==> config.mk <==
export PLATFORM = sky130hd
export DESIGN_NAME = internalram_ctrl
export DESIGN_NICKNAME = d
export VERILOG_FILES = /design/src/rtl/internalram_pkg.sv /design/src/rtl/internalram_ctrl_merge.sv /design/src/rtl/internalram_ctrl.sv
export SDC_FILE = /design/constraint.sdc
export NUM_CORES = 1
export LEC_CHECK = 0
export ABC_AREA = 1
export BUFFER_PORTS_ARGS = -buffer_cell sky130_fd_sc_hd__buf_4
export CELL_PAD_IN_SITES_DETAIL_PLACEMENT = 0
export CELL_PAD_IN_SITES_GLOBAL_PLACEMENT = 1
export CORE_MARGIN = 5
export CORE_UTILIZATION = 32
export CTS_BUF_LIST = sky130_fd_sc_hd__clkbuf_4
export DETAILED_ROUTE_END_ITERATION = 12
export PLACE_DENSITY = 0.83
export REMOVE_ABC_BUFFERS = 1
export SYNTH_ARGS = -nofsm -noshare
export SYNTH_HDL_FRONTEND = slang
export SYNTH_SLANG_ARGS = --single-unit
==> constraint.sdc <==
create_clock -name clk -period 1.44 [get_ports clk]
set_input_delay 0.072 -clock clk [delete_from_list [all_inputs] [get_ports clk]]
set_output_delay 0.072 -clock clk [all_outputs]
set_load 0.01 [all_outputs]
==> src/rtl/internalram_pkg.sv <==
// Shared types and constants for the internal BRAM sequencer.
// State and grant encodings live here so the top and any checker agree on them.
package internalram_pkg;

    typedef enum logic [2:0] {
        ST_IDLE        = 3'd0,
        ST_RD_WAIT     = 3'd1,
        ST_RMW_WR      = 3'd2,
        ST_CPU_HOLD    = 3'd3,
        ST_CPU_RELEASE = 3'd4
    } state_t;

    typedef enum logic {
        GRANT_CPU    = 1'b0,
        GRANT_LOADER = 1'b1
    } grant_t;

    localparam int RAM_RD_LATENCY = 1;

    // RD_WAIT spans the enable cycle plus the RAM read latency
    localparam logic [1:0] RD_WAIT_LAST = 2'(RAM_RD_LATENCY);

    function automatic logic is_partial_write(input logic uds, input logic lds);
        return uds ^ lds;
    endfunction

endpackage

==> src/rtl/internalram_ctrl_merge.sv <==
// Byte-lane merge for read-modify-write: strobed lanes come from the new
// write data, unstrobed lanes keep the word just read from the RAM.
module internalram_ctrl_merge
    import internalram_pkg::*;
(
    input  logic        i_uds,
    input  logic        i_lds,
    input  logic [15:0] i_wdata,
    input  logic [15:0] i_rdata,
    output logic [15:0] o_merged
);

    logic [7:0] w_hi;
    logic [7:0] w_lo;

    // Select each lane independently
    always_comb begin
        w_hi = i_rdata[15:8];
        w_lo = i_rdata[7:0];
        if (i_uds) begin
            w_hi = i_wdata[15:8];
        end else begin
            w_hi = i_rdata[15:8];
        end
        if (i_lds) begin
            w_lo = i_wdata[7:0];
        end else begin
            w_lo = i_rdata[7:0];
        end
    end

    assign o_merged = {w_hi, w_lo};

endmodule

==> src/rtl/internalram_ctrl.sv <==
// Sequences the internal 16-bit BRAM for the 68000 slave port and the boot loader:
// arbitration, byte-write read-modify-write and DTACK generation. All outputs registered.
module internalram_ctrl
    import internalram_pkg::*;
#(
    parameter int ADDR_W = 12
) (
    input  logic              clk,
    input  logic              reset,
    input  logic              cpu_sel,
    input  logic              cpu_rw,
    input  logic              cpu_uds,
    input  logic              cpu_lds,
    input  logic [ADDR_W-1:0] cpu_addr,
    input  logic [15:0]       cpu_wdata,
    output logic [15:0]       cpu_rdata,
    output logic              cpu_dtack,
    input  logic              ld_req,
    input  logic              ld_we,
    input  logic [ADDR_W-1:0] ld_addr,
    input  logic [15:0]       ld_wdata,
    output logic [15:0]       ld_rdata,
    output logic              ld_ack,
    output logic              ram_enable,
    output logic              ram_write,
    output logic [31:0]       ram_addr,
    output logic [15:0]       ram_wdata,
    input  logic [15:0]       ram_rdata
);

    state_t              r_state;
    grant_t              r_grant;
    grant_t              r_last_grant;
    logic                r_cpu_armed;
    logic                r_rmw;
    logic [1:0]          r_wait;
    logic                r_op_uds;
    logic                r_op_lds;
    logic [15:0]         r_op_wdata;
    logic [15:0]         r_cpu_rdata;
    logic                r_cpu_dtack;
    logic [15:0]         r_ld_rdata;
    logic                r_ld_ack;
    logic                r_ram_enable;
    logic                r_ram_write;
    logic [ADDR_W-1:0]   r_ram_addr;
    logic [15:0]         r_ram_wdata;

    logic                w_cpu_pend;
    logic                w_ld_pend;
    logic                w_grant_cpu;
    logic                w_grant_ld;
    logic [15:0]         w_merged;

    // A loader request is masked during its own ack cycle so a held ld_req is not re-accepted
    assign w_cpu_pend = cpu_sel & r_cpu_armed;
    assign w_ld_pend  = ld_req & ~r_ld_ack;

    // Round-robin tie break: the requester not granted last time wins
    always_comb begin
        w_grant_cpu = 1'b0;
        w_grant_ld  = 1'b0;
        if (w_cpu_pend && w_ld_pend) begin
            if (r_last_grant == GRANT_LOADER) begin
                w_grant_cpu = 1'b1;
            end else begin
                w_grant_ld  = 1'b1;
            end
        end else if (w_cpu_pend) begin
            w_grant_cpu = 1'b1;
        end else if (w_ld_pend) begin
            w_grant_ld  = 1'b1;
        end else begin
            w_grant_cpu = 1'b0;
            w_grant_ld  = 1'b0;
        end
    end

    internalram_ctrl_merge u_merge (
        .i_uds    (r_op_uds),
        .i_lds    (r_op_lds),
        .i_wdata  (r_op_wdata),
        .i_rdata  (ram_rdata),
        .o_merged (w_merged)
    );

    // Main sequencer: arbitration, RAM strobes, read capture and handshakes
    always_ff @(posedge clk) begin
        if (reset) begin
            r_state      <= ST_IDLE;
            r_grant      <= GRANT_CPU;
            r_last_grant <= GRANT_LOADER;
            r_cpu_armed  <= 1'b1;
            r_rmw        <= 1'b0;
            r_wait       <= 2'd0;
            r_op_uds     <= 1'b0;
            r_op_lds     <= 1'b0;
            r_op_wdata   <= 16'h0000;
            r_cpu_rdata  <= 16'h0000;
            r_cpu_dtack  <= 1'b0;
            r_ld_rdata   <= 16'h0000;
            r_ld_ack     <= 1'b0;
            r_ram_enable <= 1'b0;
            r_ram_write  <= 1'b0;
            r_ram_addr   <= '0;
            r_ram_wdata  <= 16'h0000;
        end else begin
            r_ram_enable <= 1'b0;
            r_ram_write  <= 1'b0;
            r_ld_ack     <= 1'b0;
            if (!cpu_sel) begin
                r_cpu_armed <= 1'b1;
            end
            case (r_state)
                ST_IDLE: begin
                    r_wait <= 2'd0;
                    r_rmw  <= 1'b0;
                    if (w_grant_cpu) begin
                        r_grant      <= GRANT_CPU;
                        r_last_grant <= GRANT_CPU;
                        r_cpu_armed  <= 1'b0;
                        r_ram_addr   <= cpu_addr;
                        r_op_uds     <= cpu_uds;
                        r_op_lds     <= cpu_lds;
                        r_op_wdata   <= cpu_wdata;
                        if (cpu_rw) begin
                            r_ram_enable <= 1'b1;
                            r_state      <= ST_RD_WAIT;
                        end else if (cpu_uds && cpu_lds) begin
                            r_ram_enable <= 1'b1;
                            r_ram_write  <= 1'b1;
                            r_ram_wdata  <= cpu_wdata;
                            r_state      <= ST_CPU_HOLD;
                        end else if (is_partial_write(cpu_uds, cpu_lds)) begin
                            r_ram_enable <= 1'b1;
                            r_rmw        <= 1'b1;
                            r_state      <= ST_RD_WAIT;
                        end else begin
                            r_state      <= ST_CPU_HOLD;
                        end
                    end else if (w_grant_ld) begin
                        r_grant      <= GRANT_LOADER;
                        r_last_grant <= GRANT_LOADER;
                        r_ram_addr   <= ld_addr;
                        r_ram_enable <= 1'b1;
                        if (ld_we) begin
                            r_ram_write <= 1'b1;
                            r_ram_wdata <= ld_wdata;
                            r_state     <= ST_RMW_WR;
                        end else begin
                            r_state     <= ST_RD_WAIT;
                        end
                    end else begin
                        r_state <= ST_IDLE;
                    end
                end
                ST_RD_WAIT: begin
                    if (r_wait == RD_WAIT_LAST) begin
                        if (r_grant == GRANT_LOADER) begin
                            r_ld_rdata <= ram_rdata;
                            r_ld_ack   <= 1'b1;
                            r_state    <= ST_IDLE;
                        end else if (r_rmw) begin
                            r_ram_enable <= 1'b1;
                            r_ram_write  <= 1'b1;
                            r_ram_wdata  <= w_merged;
                            r_state      <= ST_RMW_WR;
                        end else begin
                            r_cpu_rdata <= ram_rdata;
                            r_cpu_dtack <= 1'b1;
                            r_state     <= ST_CPU_HOLD;
                        end
                    end else begin
                        r_wait <= r_wait + 2'd1;
                    end
                end
                ST_RMW_WR: begin
                    // Write strobe is in flight this cycle; complete the handshake
                    if (r_grant == GRANT_LOADER) begin
                        r_ld_ack <= 1'b1;
                        r_state  <= ST_IDLE;
                    end else begin
                        r_cpu_dtack <= 1'b1;
                        r_state     <= ST_CPU_HOLD;
                    end
                end
                ST_CPU_HOLD: begin
                    if (cpu_sel) begin
                        r_cpu_dtack <= 1'b1;
                    end else begin
                        r_cpu_dtack <= 1'b0;
                        r_state     <= ST_CPU_RELEASE;
                    end
                end
                ST_CPU_RELEASE: begin
                    r_cpu_dtack <= 1'b0;
                    r_state     <= ST_IDLE;
                end
                default: begin
                    r_cpu_dtack <= 1'b0;
                    r_state     <= ST_IDLE;
                end
            endcase
        end
    end

    assign cpu_rdata  = r_cpu_rdata;
    assign cpu_dtack  = r_cpu_dtack;
    assign ld_rdata   = r_ld_rdata;
    assign ld_ack     = r_ld_ack;
    assign ram_enable = r_ram_enable;
    assign ram_write  = r_ram_write;
    assign ram_addr   = {{(32-ADDR_W){1'b0}}, r_ram_addr};
    assign ram_wdata  = r_ram_wdata;

endmodule

==> impl_metrics.ini <==
[status]
outcome = finished, final reports clean

[drt]
wl_per_cell_um = 13.7
routed_via_density = 4.41
drtPass1Iterations = 4
post-route-drc-count = 0
vias = 4720
wirelength_mm = 14.7
ant_nets = 0
dr.first_iter.drc_count = 197

[critical_path]
path_cells = inv_4 > nand2_4 > nor2_4 > nand2_8 > a21oi_1 > nor2_1 > a21oi_1
slowest_delay_ps = 390
worstSetupStartpointType = flip-flop
path_common_cell = a21oi_1
ff2ff_path_depth = 7
worst_ep_required_time_ps = 1840
slowest_stage = dfxtp_4
crit_path_end_kind = flip-flop
critPathArrivalTime_ps = 1780
r2r-start = r_state[0]
path_class = reg2reg
regToRegSetupSlack_ps = 60
reg2reg_to = ram_enable
crit_fanout = 28

[cells_and_area]
area_delta_synth_final_pct = 50.8
fin_util_pct = 49.6
nets = 967
drive_gt1_share_pct = 29.8

[min_path]
min_from = cpu_addr[4]
min_to = r_ram_addr[4]
holdPathStages = 5
hold_class = in2reg

[yosys]
synth_area_um2 = 4580
synth_seq_cells = 91
synth_area_leaders = dfxtp_1 40%, nand2_1 9.2%, o21ai_0 8.2%
yosysWarnings = 0
synth-edff-count = 0
yosysUniqueCellTypes = 31
syn_avg_cell_area_um2 = 6.94
yosysTopAreaCell = dfxtp_1
yosysSeqAreaShare_pct = 39.8
syn_inst = 660
synthFlopType = dfxtp_1
synth_top_area_share_pct = 39.8
async_flop_share_pct = 0

[floorplanning]
core_um2 = 13900
die_h_um = 130
ioPinCount = 164
die_w_um = 130
die_area_um2 = 16800
start_util_pct = 32.9
rows = 43

[placement]
gp_congestion = 0.814
port_buffers = 143
dp.final_hpwl_mm = 10.2

[timing]
hold_ws_ps = 43.7
finalCriticalPeriod_ps = 1380
timing.fmax_mhz = 724
rsz0062_at_grt = yes
fin_crit_sh_pct = 95.9
finalSetupViolations = 0
final_hold_viol_count = 0
slew_viol_final = 0
skew_ps = 13.2
fin_tns_setup_ps = 0

[power]
ir_drop_v = 0.000519
power_density_nw_per_um2 = 1420
leakagePower_nw = 3.25

[global_route]
grt_antenna_before_repair = 1
grt_start_max_net_pins = 68
grt_overflow = 0
grt_pass1_vias = 4403
track_usage_pct = 16.9
grt_pass1_wl_mm = 22.3

[clock_network]
cts-root-buf = clkbuf_4
clkSlewWorstSetupHoldPaths_ps = 130
clk-insertion-delay-late_ps = 460
cts_inserted_buffers = 9
clock_sinks = 91
clockBufferDepth = 2
cts_max_level = 3
cts_tree = yes

[run]
max_cap_violations = 0
-- stage by stage --
stage / instance area [um2] / setup slack [ps] / std cells / total power, mW
after global routing: 6910 / -49.4 / 1070 / 10.6
final: 6910 / 58.6 / 1070 / 9.78
after floorplan: 4290 / -1070 / 623 / 5.95
after CTS: 6620 / 0.593 / 1055 / 9.39
after detailed placement: 5850 / -108 / 974 / 7.88
after global placement: 5850 / -78.8 / 974 / 7.86
-- registers in the layout, indices dropped and copies added, names as in the netlist, 2 cells and up --
signal      count
r_wait          2
cpu_rdata      16
r_state         3
r_ram_addr     12
r_op_wdata     16
ld_rdata       16
ram_wdata      16
-- cell usage after synthesis, types with 5 or more instances --
cell	n
nand2_1	112
nand3b_1	10
buf_4	22
inv_1	76
a21oi_1	51
dfxtp_1	91
buf_2	18
o21ai_0	75
inv_2	5
clkbuf_1	11
nand3_1	48
nor2_2	18
nor2_1	91
-- cells by family after synthesis --
| kind of cell | synth area share [%] |
|---|---|
| simple gates | 29.9 |
| buf+inv | 14.8 |
| compound gates | 14.6 |
| flops | 39.8 |
| fa+ha+maj | 0.820 |
| other cells | 0.0819 |
-- where the power goes --
group	switching [mW]	internal [mW]	total, mW
sequential	0.304	3.10	3.41
combinational	2.90	2.23	5.13
clock	0.873	0.371	1.24
-- final cells by class --
class	count	area, um2
antenna	1	2.50
clock buffer	11	82.6
clock inverter	5	20.0
fill	1380	7030
inverter	82	330
multi-input combinational	451	2270
sequential	91	1830
tap	180	225
timing repair buffer	248	2130
timing repair inverter	1	7.51
-- per-layer routing --
| metal | GRT usage (%) | routed length (um) |
|---|---|---|
| met4 | 5.38 | 233 |
| met3 | 4.16 | 1010 |
| met5 | 0 | 0 |
| met2 | 26.9 | 6760 |
| met1 | 22.6 | 6710 |
-- timing repair --
action,CTS,global route
hold buffers,61,0
setup endpoints to repair,44,85
endpoints found under the hold margin,68,0
buffers inserted,4,10
pin swaps,2,11
cloned,0,4
gates resized for setup,7,48
-- placed cells by master (no fill, tap or decap), types with 10 or more instances in the layout --
cell           count
dfxtp_1           84
buf_4            169
dlygate4sd3_1     61
nand2_1          108
a21oi_1           51
o21ai_0           72
nor2_2            19
inv_1             68
nand3b_1          10
clkbuf_4          12
nand3_1           46
nor2_1            87
conb_1            20
-- critical path, delay by kind of cell (launching register included) --
family                 cells  cell delay, ps
AOI/OAI and AO/OA          2             340
buffers and inverters      1              70
DFF                        1             390
and+or+nand+nor            4             510
-- worst max path at each step --
stage               start       endpoint  depth (start not counted)
2_1_floorplan  r_state[1]   ld_rdata[14]                          6
3_3_place_gp    r_wait[1]  ram_wdata[10]                          8
3_5_place_dp    r_wait[1]   ram_wdata[7]                          8
4_1_cts         r_wait[0]   ram_wdata[1]                          8
5_1_grt        r_state[2]     ram_enable                          7
6_report       r_state[0]     ram_enable                          7
Note: power is estimated with default switching activity, not from simulation.
